$ cat src/rtl/iomem_led_pwm.sv
// Eight-channel LED PWM controller on the picosoc iomem bus.
// Shadow duties are copied to the active set at each period wrap, so a duty change never glitches a cycle.
module iomem_led_pwm #(
    parameter logic [7:0]  ADDR_HI      = 8'h04,
    parameter logic [15:0] PRESCALE_RST = 16'd0
) (
    input  logic        clk,
    input  logic        resetn,
    input  logic        iomem_valid,
    output logic        iomem_ready,
    input  logic [3:0]  iomem_wstrb,
    input  logic [31:0] iomem_addr,
    input  logic [31:0] iomem_wdata,
    output logic [31:0] iomem_rdata,
    output logic [7:0]  pwm_out,
    output logic        period_irq
);

    localparam logic [7:0] OFF_CTRL  = 8'h00;
    localparam logic [7:0] OFF_PRE   = 8'h04;
    localparam logic [7:0] OFF_COUNT = 8'h08;
    localparam logic [7:0] OFF_DUTY0 = 8'h10;
    localparam logic [7:0] OFF_DUTY1 = 8'h14;

    logic [2:0]       ctrl_q, ctrl_next;
    logic [15:0]      prescale_q, prescale_next;
    logic [7:0][7:0]  shadow_q, shadow_next;
    logic [7:0][7:0]  active_q;
    logic [15:0]      pre_cnt;
    logic [7:0]       pwm_cnt;
    logic [7:0]       off;
    logic [31:0]      rd_val;
    logic             sel, wr, run, tick, wrap;
    logic             unused_addr;

    // Handshake: a request is taken when valid is high, ready is low and the
    // window matches; ready then pulses for exactly one cycle with rdata holding
    // the pre-write register value. Requests outside the window are never acked.
    assign sel  = iomem_valid && !iomem_ready && (iomem_addr[31:24] == ADDR_HI);
    assign wr   = sel && (iomem_wstrb != 4'b0000);
    assign off  = iomem_addr[7:0];
    assign unused_addr = ^iomem_addr[23:8];

    always_comb begin
        rd_val = 32'h0;
        case (off)
            OFF_CTRL:  rd_val = {29'b0, ctrl_q};
            OFF_PRE:   rd_val = {16'b0, prescale_q};
            OFF_COUNT: rd_val = {16'b0, pre_cnt[7:0], pwm_cnt};
            OFF_DUTY0: rd_val = shadow_q[3:0];
            OFF_DUTY1: rd_val = shadow_q[7:4];
            default:   rd_val = 32'h0;
        endcase
    end

    always_comb begin
        ctrl_next     = ctrl_q;
        prescale_next = prescale_q;
        shadow_next   = shadow_q;
        if (wr) begin
            case (off)
                OFF_CTRL: begin
                    if (iomem_wstrb[0]) ctrl_next = iomem_wdata[2:0];
                end
                OFF_PRE: begin
                    if (iomem_wstrb[0]) prescale_next[7:0]  = iomem_wdata[7:0];
                    if (iomem_wstrb[1]) prescale_next[15:8] = iomem_wdata[15:8];
                end
                OFF_DUTY0: begin
                    for (int b = 0; b < 4; b++)
                        if (iomem_wstrb[b]) shadow_next[b] = iomem_wdata[8*b +: 8];
                end
                OFF_DUTY1: begin
                    for (int b = 0; b < 4; b++)
                        if (iomem_wstrb[b]) shadow_next[4+b] = iomem_wdata[8*b +: 8];
                end
                default: ;
            endcase
        end
    end

    // A write clearing EN on this edge takes priority over counting and wrap.
    assign run  = ctrl_q[0] && ctrl_next[0];
    assign tick = (pre_cnt == prescale_q);
    assign wrap = tick && (pwm_cnt == 8'hFF);

    always_ff @(posedge clk or negedge resetn) begin
        if (!resetn) begin
            iomem_ready <= 1'b0;
            iomem_rdata <= 32'h0;
            ctrl_q      <= 3'b000;
            prescale_q  <= PRESCALE_RST;
            shadow_q    <= '0;
            active_q    <= '0;
            pre_cnt     <= 16'h0;
            pwm_cnt     <= 8'h0;
            pwm_out     <= 8'h0;
            period_irq  <= 1'b0;
        end else begin
            iomem_ready <= sel;
            if (sel) iomem_rdata <= rd_val;
            ctrl_q     <= ctrl_next;
            prescale_q <= prescale_next;
            shadow_q   <= shadow_next;
            if (run) begin
                if (tick) begin
                    pre_cnt <= 16'h0;
                    pwm_cnt <= pwm_cnt + 8'd1;
                end else begin
                    pre_cnt <= pre_cnt + 16'd1;
                end
                if (wrap) active_q <= shadow_q;
                period_irq <= wrap && ctrl_q[2];
                for (int i = 0; i < 8; i++)
                    pwm_out[i] <= (pwm_cnt < active_q[i]) ^ ctrl_q[1];
            end else begin
                pre_cnt    <= 16'h0;
                pwm_cnt    <= 8'h0;
                active_q   <= shadow_q;
                period_irq <= 1'b0;
                pwm_out    <= {8{ctrl_q[1]}};
            end
        end
    end

endmodule

$ cat config.mk
export PLATFORM = sky130hd
export DESIGN_NAME = iomem_led_pwm
export DESIGN_NICKNAME = d
export VERILOG_FILES = /design/src/rtl/iomem_led_pwm.sv
export SDC_FILE = /design/constraint.sdc
export NUM_CORES = 1
export LEC_CHECK = 0
export BUFFER_PORTS_ARGS = -buffer_cell sky130_fd_sc_hd__buf_4
export CORE_ASPECT_RATIO = 1.75
export CORE_MARGIN = 2
export CORE_UTILIZATION = 59
export CTS_CLUSTER_SIZE = 28
export DETAILED_ROUTE_END_ITERATION = 10
export HOLD_SLACK_MARGIN = 0.12
export PLACE_DENSITY = 0.78
export SETUP_SLACK_MARGIN = 0.4
export SLEW_MARGIN = 10
export SYNTH_ARGS = -nofsm -noshare
export SYNTH_HDL_FRONTEND = slang
export SYNTH_SLANG_ARGS = --single-unit
export TNS_END_PERCENT = 10
$ cat constraint.sdc
create_clock -name clk -period 3 [get_ports clk]
set_input_delay 0.6 -clock clk [delete_from_list [all_inputs] [get_ports clk]]
set_output_delay 0.6 -clock clk [all_outputs]
set_load 0.005 [all_outputs]
; After elaboration in Yosys (flattened, before gate mapping)
; Index checks and enable logic that the tools add are counted.
[classes]
n_mux = 12
eq_ne = 9
bitwise_logic = 8
n_addsub = 2
order_cmp = 8
reduce_logical = 20
[ops]
columns = op, n
row1 = 32-bit case mux with 5 select lines, 1
row2 = 64-bit two-way mux, 2
row3 = 8-bit < comparator, 8
row4 = 3-bit AND reduction, 11
row5 = 16-bit two-way mux, 2
row6 = 8-bit two-way mux, 3
row7 = 16-bit by 1-bit adder with 16-bit output (second input constant), 1
row8 = 16-bit equality test, 1
row9 = 8-bit by 3-bit equality test with 1-bit output (second input constant), 2
row10 = 8-bit by 5-bit equality test with 1-bit output (second input constant), 2
row11 = 8-bit by 1-bit adder with 8-bit output (second input constant), 1
row12 = 8-bit by 4-bit equality test with 1-bit output (second input constant), 1
row13 = 8-bit equality test (second input constant), 1
row14 = 8-bit zero test, 1
row15 = 1-bit bitwise XOR, 8
row16 = 1-bit logical AND, 6
row17 = 1-bit two-way mux, 4
row18 = 2-bit by 1-bit inequality test with 1-bit output (second input constant), 2
row19 = 4-bit nonzero test, 1
row20 = 1-bit zero test, 1
[word_totals]
inputBits = 71
output_inout_bits = 42
regBits = 213

; Logic depth before layout (Yosys ltp)
; Gate-level depths: netlist (run 1).
[depth]
word_depth = 7
ltp_mapped = 9
mapped_depth_nobuf = 7

; Worst setup path before layout (run 1)
; OpenSTA, ideal clock, no wires.
[synth_timing]
path_kind = input to register
from = in iomem_addr[5]
to = reg active_q[0] in the netlist's numbering
setup_time_ns = 0.125
cell_stages = 6
path_slack_ns = 0.425
arrival_time_ns = 2.450
path_cell_list = or4_4 -> or2_4 -> o41ai_4 -> a21oi_4 -> buf_6 -> mux2_4
[synth_between]
elab_chain_len = 5
[synth_rtl]
columns = item, line_no
row1 = start: declaration, 12  ; input logic [31:0] iomem_addr,
row2 = 8-bit zero test (*), 61  ; case (off)
row3 = 1-bit two-way mux (*), 61
row4 = 1-bit two-way mux (*), 60  ; if (wr) begin
row5 = 1-bit logical AND (*), 83  ; assign run = ctrl_q[0] && ctrl_next[0];
row6 = 2-bit by 1-bit inequality test with 1-bit output (no source line) / 64-bit two-way mux (equally long branches), -
row7 = end signal: assignment, 112  ; if (wrap) active_q <= shadow_q;
row8 = end signal: assignment, 119  ; active_q <= shadow_q;
row9 = end: declaration, 28  ; logic [7:0][7:0] active_q;
; Mark *: on every way between the ends. The rest lies on a longest branch, timed or not.
; A chain may end at the register's enable or synchronous reset.

; Worst setup path after layout (run 1)
[layout_timing]
from = reg pre_cnt[7]
to = reg active_q[54] in the netlist's numbering
[layout_between]
elab_chain_len = 3
[layout_rtl]
columns = item, line_no
row1 = start: declaration, 29  ; logic [15:0] pre_cnt;
row2 = start signal: assignment, 110  ; pre_cnt <= pre_cnt + 16'd1;
row3 = 16-bit equality test, 84  ; assign tick = (pre_cnt == prescale_q);
row4 = 1-bit logical AND, 85  ; assign wrap = tick && (pwm_cnt == 8'hFF);
row5 = 2-bit by 1-bit inequality test with 1-bit output (no source line), -
; No other way between the ends.

==> results of run 1 <==
==> flip-flops by register name, indices dropped and copies added, names as in the netlist <==
register	count
active_q	64
iomem_ready	1
pre_cnt	16
prescale_q	16
shadow_q	64
pwm_cnt	8
iomem_rdata	32
period_irq	1
pwm_out	8
ctrl_q	3
==> path summary, 6_finish.rpt <==
check | to | depth (start not counted) | slack (ps)
setup / recovery | active_q[54]$_DFFE_PN0P_ | 6 | 570
hold / removal | iomem_rdata[12]$_DFFE_PN0N_ | 1 | 150
setup reg to reg | active_q[54]$_DFFE_PN0P_ | 6 | 570
hold reg to reg | iomem_rdata[12]$_DFFE_PN0N_ | 1 | 480
max in group asynchronous | iomem_rdata[25]$_DFFE_PN0N_ | 2 | 2100
min in group clk | shadow_q[25]$_DFFE_PN0P_ | 2 | 350
==> logic make-up after synthesis <==
group | Yosys count | share of synthesized area (%)
multiplexers | 152 | 18.68
flip-flops | 213 | 50.59
buffers and inverters | 102 | 4.156
adder cells (fa/ha/maj) | 58 | 6.888
AND/OR/NAND/NOR | 178 | 8.004
AO/OA/AOI/OAI | 129 | 8.443
XOR/XNOR | 39 | 3.242
==> report_power, final <==
group          switching [mW]  leakage, nW  internal [mW]
logic                  0.0969         2.87         0.0672
clock network            1.07        0.342           1.57
registers             0.00426         2.98           2.88
total                    1.17         6.19           4.51
==> metal layers <==
layer	GRT usage [%]	vias up	wire length (um)
met5	0	-	0
met3	3.283	75	928
met1	30.42	3627	9123
li1	-	3301	-
met4	13.87	0	1249
met2	48.55	211	13400
==> cells in the final DEF (no fill, tap or decap), drive strengths merged, types with 4 or more instances in the layout <==
master,n
nor3,12
nor4,8
clkbuf,30
ha,58
nand2,57
a22oi,16
o21ai,28
a21o,13
clkinv,4
a211oi,8
a222oi,13
nand4,7
mux2,147
a21oi,34
buf,129
nor2,50
inv,61
and3,12
xnor2,12
dfrtp,213
o31ai,7
nand3,16
xor2,27
==> synth_stat cells (2+ instances only) <==
cell	n	area share, %
mux4_2	3	0.64
o21bai_1	2	0.14
or4_1	2	0.14
o211a_1	2	0.19
mux2_2	87	9.3
or3_1	3	0.18
a221oi_1	3	0.25
a22oi_1	16	1.1
clkbuf_1	25	0.89
nor3b_1	2	0.14
nor4_1	8	0.48
o21ai_0	28	1.3
xor2_1	27	2.2
buf_6	6	0.64
nor3_1	12	0.57
nand3_1	16	0.76
xnor2_1	12	1.0
ha_1	58	6.9
a211oi_1	8	0.57
and4_1	2	0.17
nand2_1	57	2.0
a21oi_1	33	1.6
inv_1	61	2.2
nor2_1	50	1.8
nand4_1	7	0.42
buf_1	2	0.071
o31ai_1	7	0.50
and3_1	12	0.71
mux2i_1	2	0.19
a21o_1	13	0.93
dfrtp_1	213	51
a222oi_1	13	1.2
mux2_4	60	8.6
buf_2	8	0.38
==> cell type report <==
class / instances / area (um2)
clock buffers: 29 / 605.6
well taps: 231 / 289.0
inverters: 61 / 229.0
clock inverters: 6 / 80.08
flip-flops and latches: 213 / 5330
multi-input cells: 556 / 4798
repair buffers: 130 / 1045
fillers: 1320 / 5080
==> stage by stage <==
stage / std cells / hold WS (ps) / total power [mW] / instance area [um2] / worst slack (ps)
floorplan: 871 / 304.4 / 2.949 / 10540 / 424.9
global placement: 1191 / 462.8 / 3.096 / 11690 / 236.8
detailed placement: 1191 / 467.0 / 3.099 / 11690 / 178.0
CTS: 1226 / 175.7 / 5.730 / 12370 / 537.8
global route: 1226 / 201.4 / 5.864 / 12380 / 489.5
finish: 1226 / 147.2 / 5.682 / 12380 / 566.7
==> impl_metrics.toml, run 1 <==
[logic_synthesis]
yosysWarnings = 0
synth_ff_type = "dfrtp_1"
syn_area_um2 = 10540
synth-edff-count = 0
yosysSeqAreaShare_pct = 50.59
syn_inst = 871
avgSynthCellArea_um2 = 12.10
yosysUniqueCellTypes = 45
async_reset_ff_share_pct = 100.0
yosys_register_bits = 213
synth_fp_nets = 1000

[floorplan]
coreArea_um2 = 17460
top_level_ports = 113
rows = 64
die_w_um = 105.0
dieArea_um2 = 18990
initial_core_util_pct = 60.36
die_h_um = 180.8

[setup_path]
cp.required_ps = 3370
r2r-start = "pre_cnt[7]$_DFF_PN0_"
worstPathArrival_ps = 2810
path_buf_inv = 1
start_kind = "flip-flop"
crit_start = "pre_cnt[7]$_DFF_PN0_"
critPathMaxFanout = 24
slowest_delay_ps = 520
worst-setup-path-type = "reg2reg"
crit_path_top_delay_cell = "dfrtp_1"
critical-path-top-delay-family = "simple AND/OR/NAND/NOR gates"
crit_path_end_kind = "flip-flop"
path_cells = "xor2_1 > nor4_1 > and4_1 > a21oi_4 > buf_4 > mux2_4"

[sta]
clock_skew_ps = 8.040
setup_tns_ps = 0
worstMarginPinSlew_ps = 767.2
finalHoldViolCount = 0
final.period_utilization_pct = 81.11
max_freq_mhz = 411.0
post-route-min-period_ps = 2433
drv_slew = 0
setup_viol = 0
rsz0062_at_grt = "no"
slew_headroom_pct = 48.85

[place]
port_buffers = 96
gp_congestion = 0.8981
hpwl_um = 17680

[clock_tree]
cts-resized-gates = 0
cts_made_buffers = 20
cts_hold_buffers = 0
cts_root_buffer = "clkbuf_16"
htreeDepth = 1
insertion_delay_ps = 490
cts_tree = "done"
clock-sinks = 213
clk_path_buf_depth = 3
post_cts_buffers = 0
clkTransAtPathRegs_ps = 60

[run]
maxCapViolations = 0

[grt]
grt_pass1_vias = 7926
grt_pass1_wl_um = 40140
grtUsageTotal_pct = 26.73
grt_start_max_net_pins = 84
antenna_found_initial = 0
overflow = 0

[drt]
drt_wl_total_um = 24700
num_vias = 7214
wl_per_cell_um = 20.15
drtIter0Drc = 355
detail-route-antenna-nets = 0
detail_route.first_pass.iterations = 6
routed_via_density = 5.884
drt_drc_violations_left = 0

[final_layout]
syn_to_final_growth_pct = 17.47
final_nets = 1111
drive_gt1_share_pct = 32.36
fin_util_pct = 70.90
diodes = 0

[status]
outcome = "complete, no violations"

[power]
irDropWorstVdd_uv = 405.7
p_leak_nw = 6.186
p_per_area_nw_per_um2 = 459.1

[min_path]
hp-class = "in2async"
Power figures use the tool's default switching activity.
==> run 2: changes to the inputs <==
--- a/config.mk
+++ b/config.mk
@@ -5,14 +5,15 @@
 export SDC_FILE = /design/constraint.sdc
 export NUM_CORES = 1
 export LEC_CHECK = 0
+export ABC_AREA = 1
 export BUFFER_PORTS_ARGS = -buffer_cell sky130_fd_sc_hd__buf_4
 export CORE_ASPECT_RATIO = 1.75
 export CORE_MARGIN = 2
-export CORE_UTILIZATION = 59
+export CORE_UTILIZATION = 54
 export CTS_CLUSTER_SIZE = 28
 export DETAILED_ROUTE_END_ITERATION = 10
 export HOLD_SLACK_MARGIN = 0.12
-export PLACE_DENSITY = 0.78
+export PLACE_DENSITY = 0.75
 export SETUP_SLACK_MARGIN = 0.4
 export SLEW_MARGIN = 10
 export SYNTH_ARGS = -nofsm -noshare
==> constraint.sdc (replaced) <==
create_clock -name clk -period 2 [get_ports clk]
set_input_delay 0.4 -clock clk [delete_from_list [all_inputs] [get_ports clk]]
set_output_delay 0.4 -clock clk [all_outputs]
set_load 0.005 [all_outputs]
==> impl_metrics.toml, run 2 <==
[sta]
slew_headroom_pct = 67.83
worstMarginPinSlew_ps = 478.8
setup_viol = 0
clock_skew_ps = 22.10
setup_tns_ps = 0
whs_ps = 133.0
rsz0062_at_grt = "yes"
drv_slew = 0
finalHoldViolCount = 0
post-route-min-period_ps = 1824
max_freq_mhz = 548.3
final.period_utilization_pct = 91.19

[logic_synthesis]
yosys.cell_count.top_type = "nand2_1"
syn_inst = 1425
synth_fp_nets = 1554
yosys.area.top_type = "dfrtp_1"
yosys_register_bits = 213
synth_top_cell_area_share_pct = 47.52
yosysSeqAreaShare_pct = 47.52
yosys-top-cells-area = "dfrtp_1, nand2_1, ha_1, inv_1, nand3_1"
ys_top_cells_by_count = "nand2_1, dfrtp_1, inv_1"
synth_ff_type = "dfrtp_1"
yosysWarnings = 0
syn_area_um2 = 11220
avgSynthCellArea_um2 = 7.872
async_reset_ff_share_pct = 100.0
yosysUniqueCellTypes = 32
synth-edff-count = 0

[setup_path]
ff2ff_path_depth = 10
crit_path_top_delay_cell = "dfrtp_1"
crit_path_end_kind = "flip-flop"
cp.required_ps = 2390
path_cells = "buf_6 > ha_1 > nand2_1 > nor2_1 > nor3_1 > nand2_1 > nand2_1 > nand2_1 > nand2_1 > nand2_1"
slowest_delay_ps = 430
start_kind = "flip-flop"
worstPathArrival_ps = 2210
critPathMaxFanout = 9
critPathMostFrequentCell = "nand2_1"
worst-setup-path-type = "reg2reg"

[run]
maxCapViolations = 0

[place]
gp_congestion = 0.8733
port_buffers = 96
place_area_um2 = 12480
hpwl_um = 21140

[min_path]
holdPathStages = 3
hp-class = "in2reg"

[drt]
num_vias = 10120
detail-route-antenna-nets = 0
routed_via_density = 5.459
drt_drc_violations_left = 8
drt_wl_total_um = 32380
wl_per_cell_um = 17.47
drtIter0Drc = 675
detail_route.first_pass.iterations = 8

[clock_tree]
clock-sinks = 213
htreeDepth = 1
insertion_delay_ps = 510
cts_made_buffers = 20
clkTransAtPathRegs_ps = 70
cts_tree = "done"
clk_path_buf_depth = 3
cts_root_buffer = "clkbuf_16"

[status]
violations = "design-rule violations"
outcome = "finished with violations"

[floorplan]
dieArea_um2 = 21990
rows = 69
die_w_um = 113.0
top_level_ports = 113
coreArea_um2 = 20370
die_h_um = 194.7
initial_core_util_pct = 55.05

[final_layout]
seq_area_um2 = 5339
syn_to_final_growth_pct = 25.35
final_common_cell = "nand2_1"
final_nets = 1720
mostFrequentLayoutCells = "nand2_1, dfrtp_1, inv_1"
multi_input_area_um2 = 5170
fill_cells = 1620
top_regs = "active_q: 64 flops, shadow_q: 64 flops, iomem_rdata: 32 flops"
drive_gt1_share_pct = 19.75
diodes = 0
final_area_um2 = 14060

[grt]
grtUsageTotal_pct = 27.68
overflow = 0
grt_pass1_vias = 9812
grt_pass1_wl_um = 49170
antenna_found_initial = 0
grt_start_max_net_pins = 49

[power]
p_leak_nw = 7.531
irDropWorstVdd_uv = 717.6
p_per_area_nw_per_um2 = 692.7
p_total_mw = 9.740
run 2: cell types whose count changed in the layout (fill, tap and decap cells not counted), sizes merged, moves of 12 or more:
cell / before / now
nand3: 16 / 109
a222oi: 13 / 0
a22oi: 16 / 0
inv: 61 / 177
o22ai: 0 / 13
mux2: 147 / 0
and3: 12 / 0
nor2: 50 / 84
o21ai: 28 / 108
buf: 129 / 181
nand2: 57 / 519
run 2: what timing repair did:
item                                    CTS  global route
resized for setup                        45            48
hold endpoints to repair                 41             0
pin swaps                                12            22
endpoints found under the setup margin  153           183
cloned                                    4            11
buffers inserted                         22             5
hold buffers                              3             0
run 2: final cells by class:
class | count | area share [%]
Sequential cell | 213 | 37.97
Multi-Input combinational cell | 985 | 36.77
Timing Repair Buffer | 192 | 13.30
Inverter | 179 | 4.778
Clock buffer | 23 | 3.933
Tap cell | 248 | 2.207
Clock inverter | 13 | 1.041
run 2: report_power, final:
part           internal (mW)  switching (mW)  total [mW]
sequential              4.42          0.0921        4.51
clock                   2.38            1.71        4.09
combinational          0.509           0.626        1.14
run 2: worst paths after layout:
check,from,end,slack [ps]
worst max-delay path,pwm_cnt[7]$_DFFE_PN0P_,pwm_out[4]$_DFF_PN0_,180
min in group asynchronous,resetn,pwm_cnt[4]$_DFFE_PN0P_,420
worst min register to register,shadow_q[2]$_DFFE_PN0P_,active_q[2]$_DFFE_PN0P_,470
max in group asynchronous,resetn,shadow_q[3]$_DFFE_PN0P_,970
worst min-delay path,iomem_wdata[5],shadow_q[37]$_DFFE_PN0P_,130
worst max register to register,pwm_cnt[7]$_DFFE_PN0P_,pwm_out[4]$_DFF_PN0_,180
run 2: cells by family after synthesis:
kind of cell	count (synthesis)	synth area share (%)
xor gates and xnor gates	17	1.327
and+or+nand+nor	731	27.27
AOI/OAI and AO/OA	177	8.422
adders and majority gates	58	6.470
buffers and inverters	229	8.991
DFF	213	47.52
run 2: metal layers:
metal	GRT usage, %	share of wire, %	up-vias
met2	51.12	53	365
met1	32.07	36	4824
met3	2.682	5.4	107
met4	12.33	5.9	0
li1	-	-	4819
met5	0	0	-
run 2: metrics by stage:
| stage | std cells | worst slack (ps) | utilization [%] |
|---|---|---|---|
| floorplan | 1425 | 400.9 | - |
| global placement | 1772 | 40.07 | 61.24 |
| detailed placement | 1772 | -12.31 | 61.24 |
| CTS | 1837 | 312.1 | 66.83 |
| global route | 1853 | 118.1 | 69.01 |
| finish | 1853 | 176.3 | 69.01 |
run 2: critical path: cells and delay by family, from the launching register on:
family                   cells  cell delay, ps
adder cells (fa/ha/maj)      1             330
AND/OR/NAND/NOR              8             780
buffers and inverters        1             180
flip-flops                   1             430
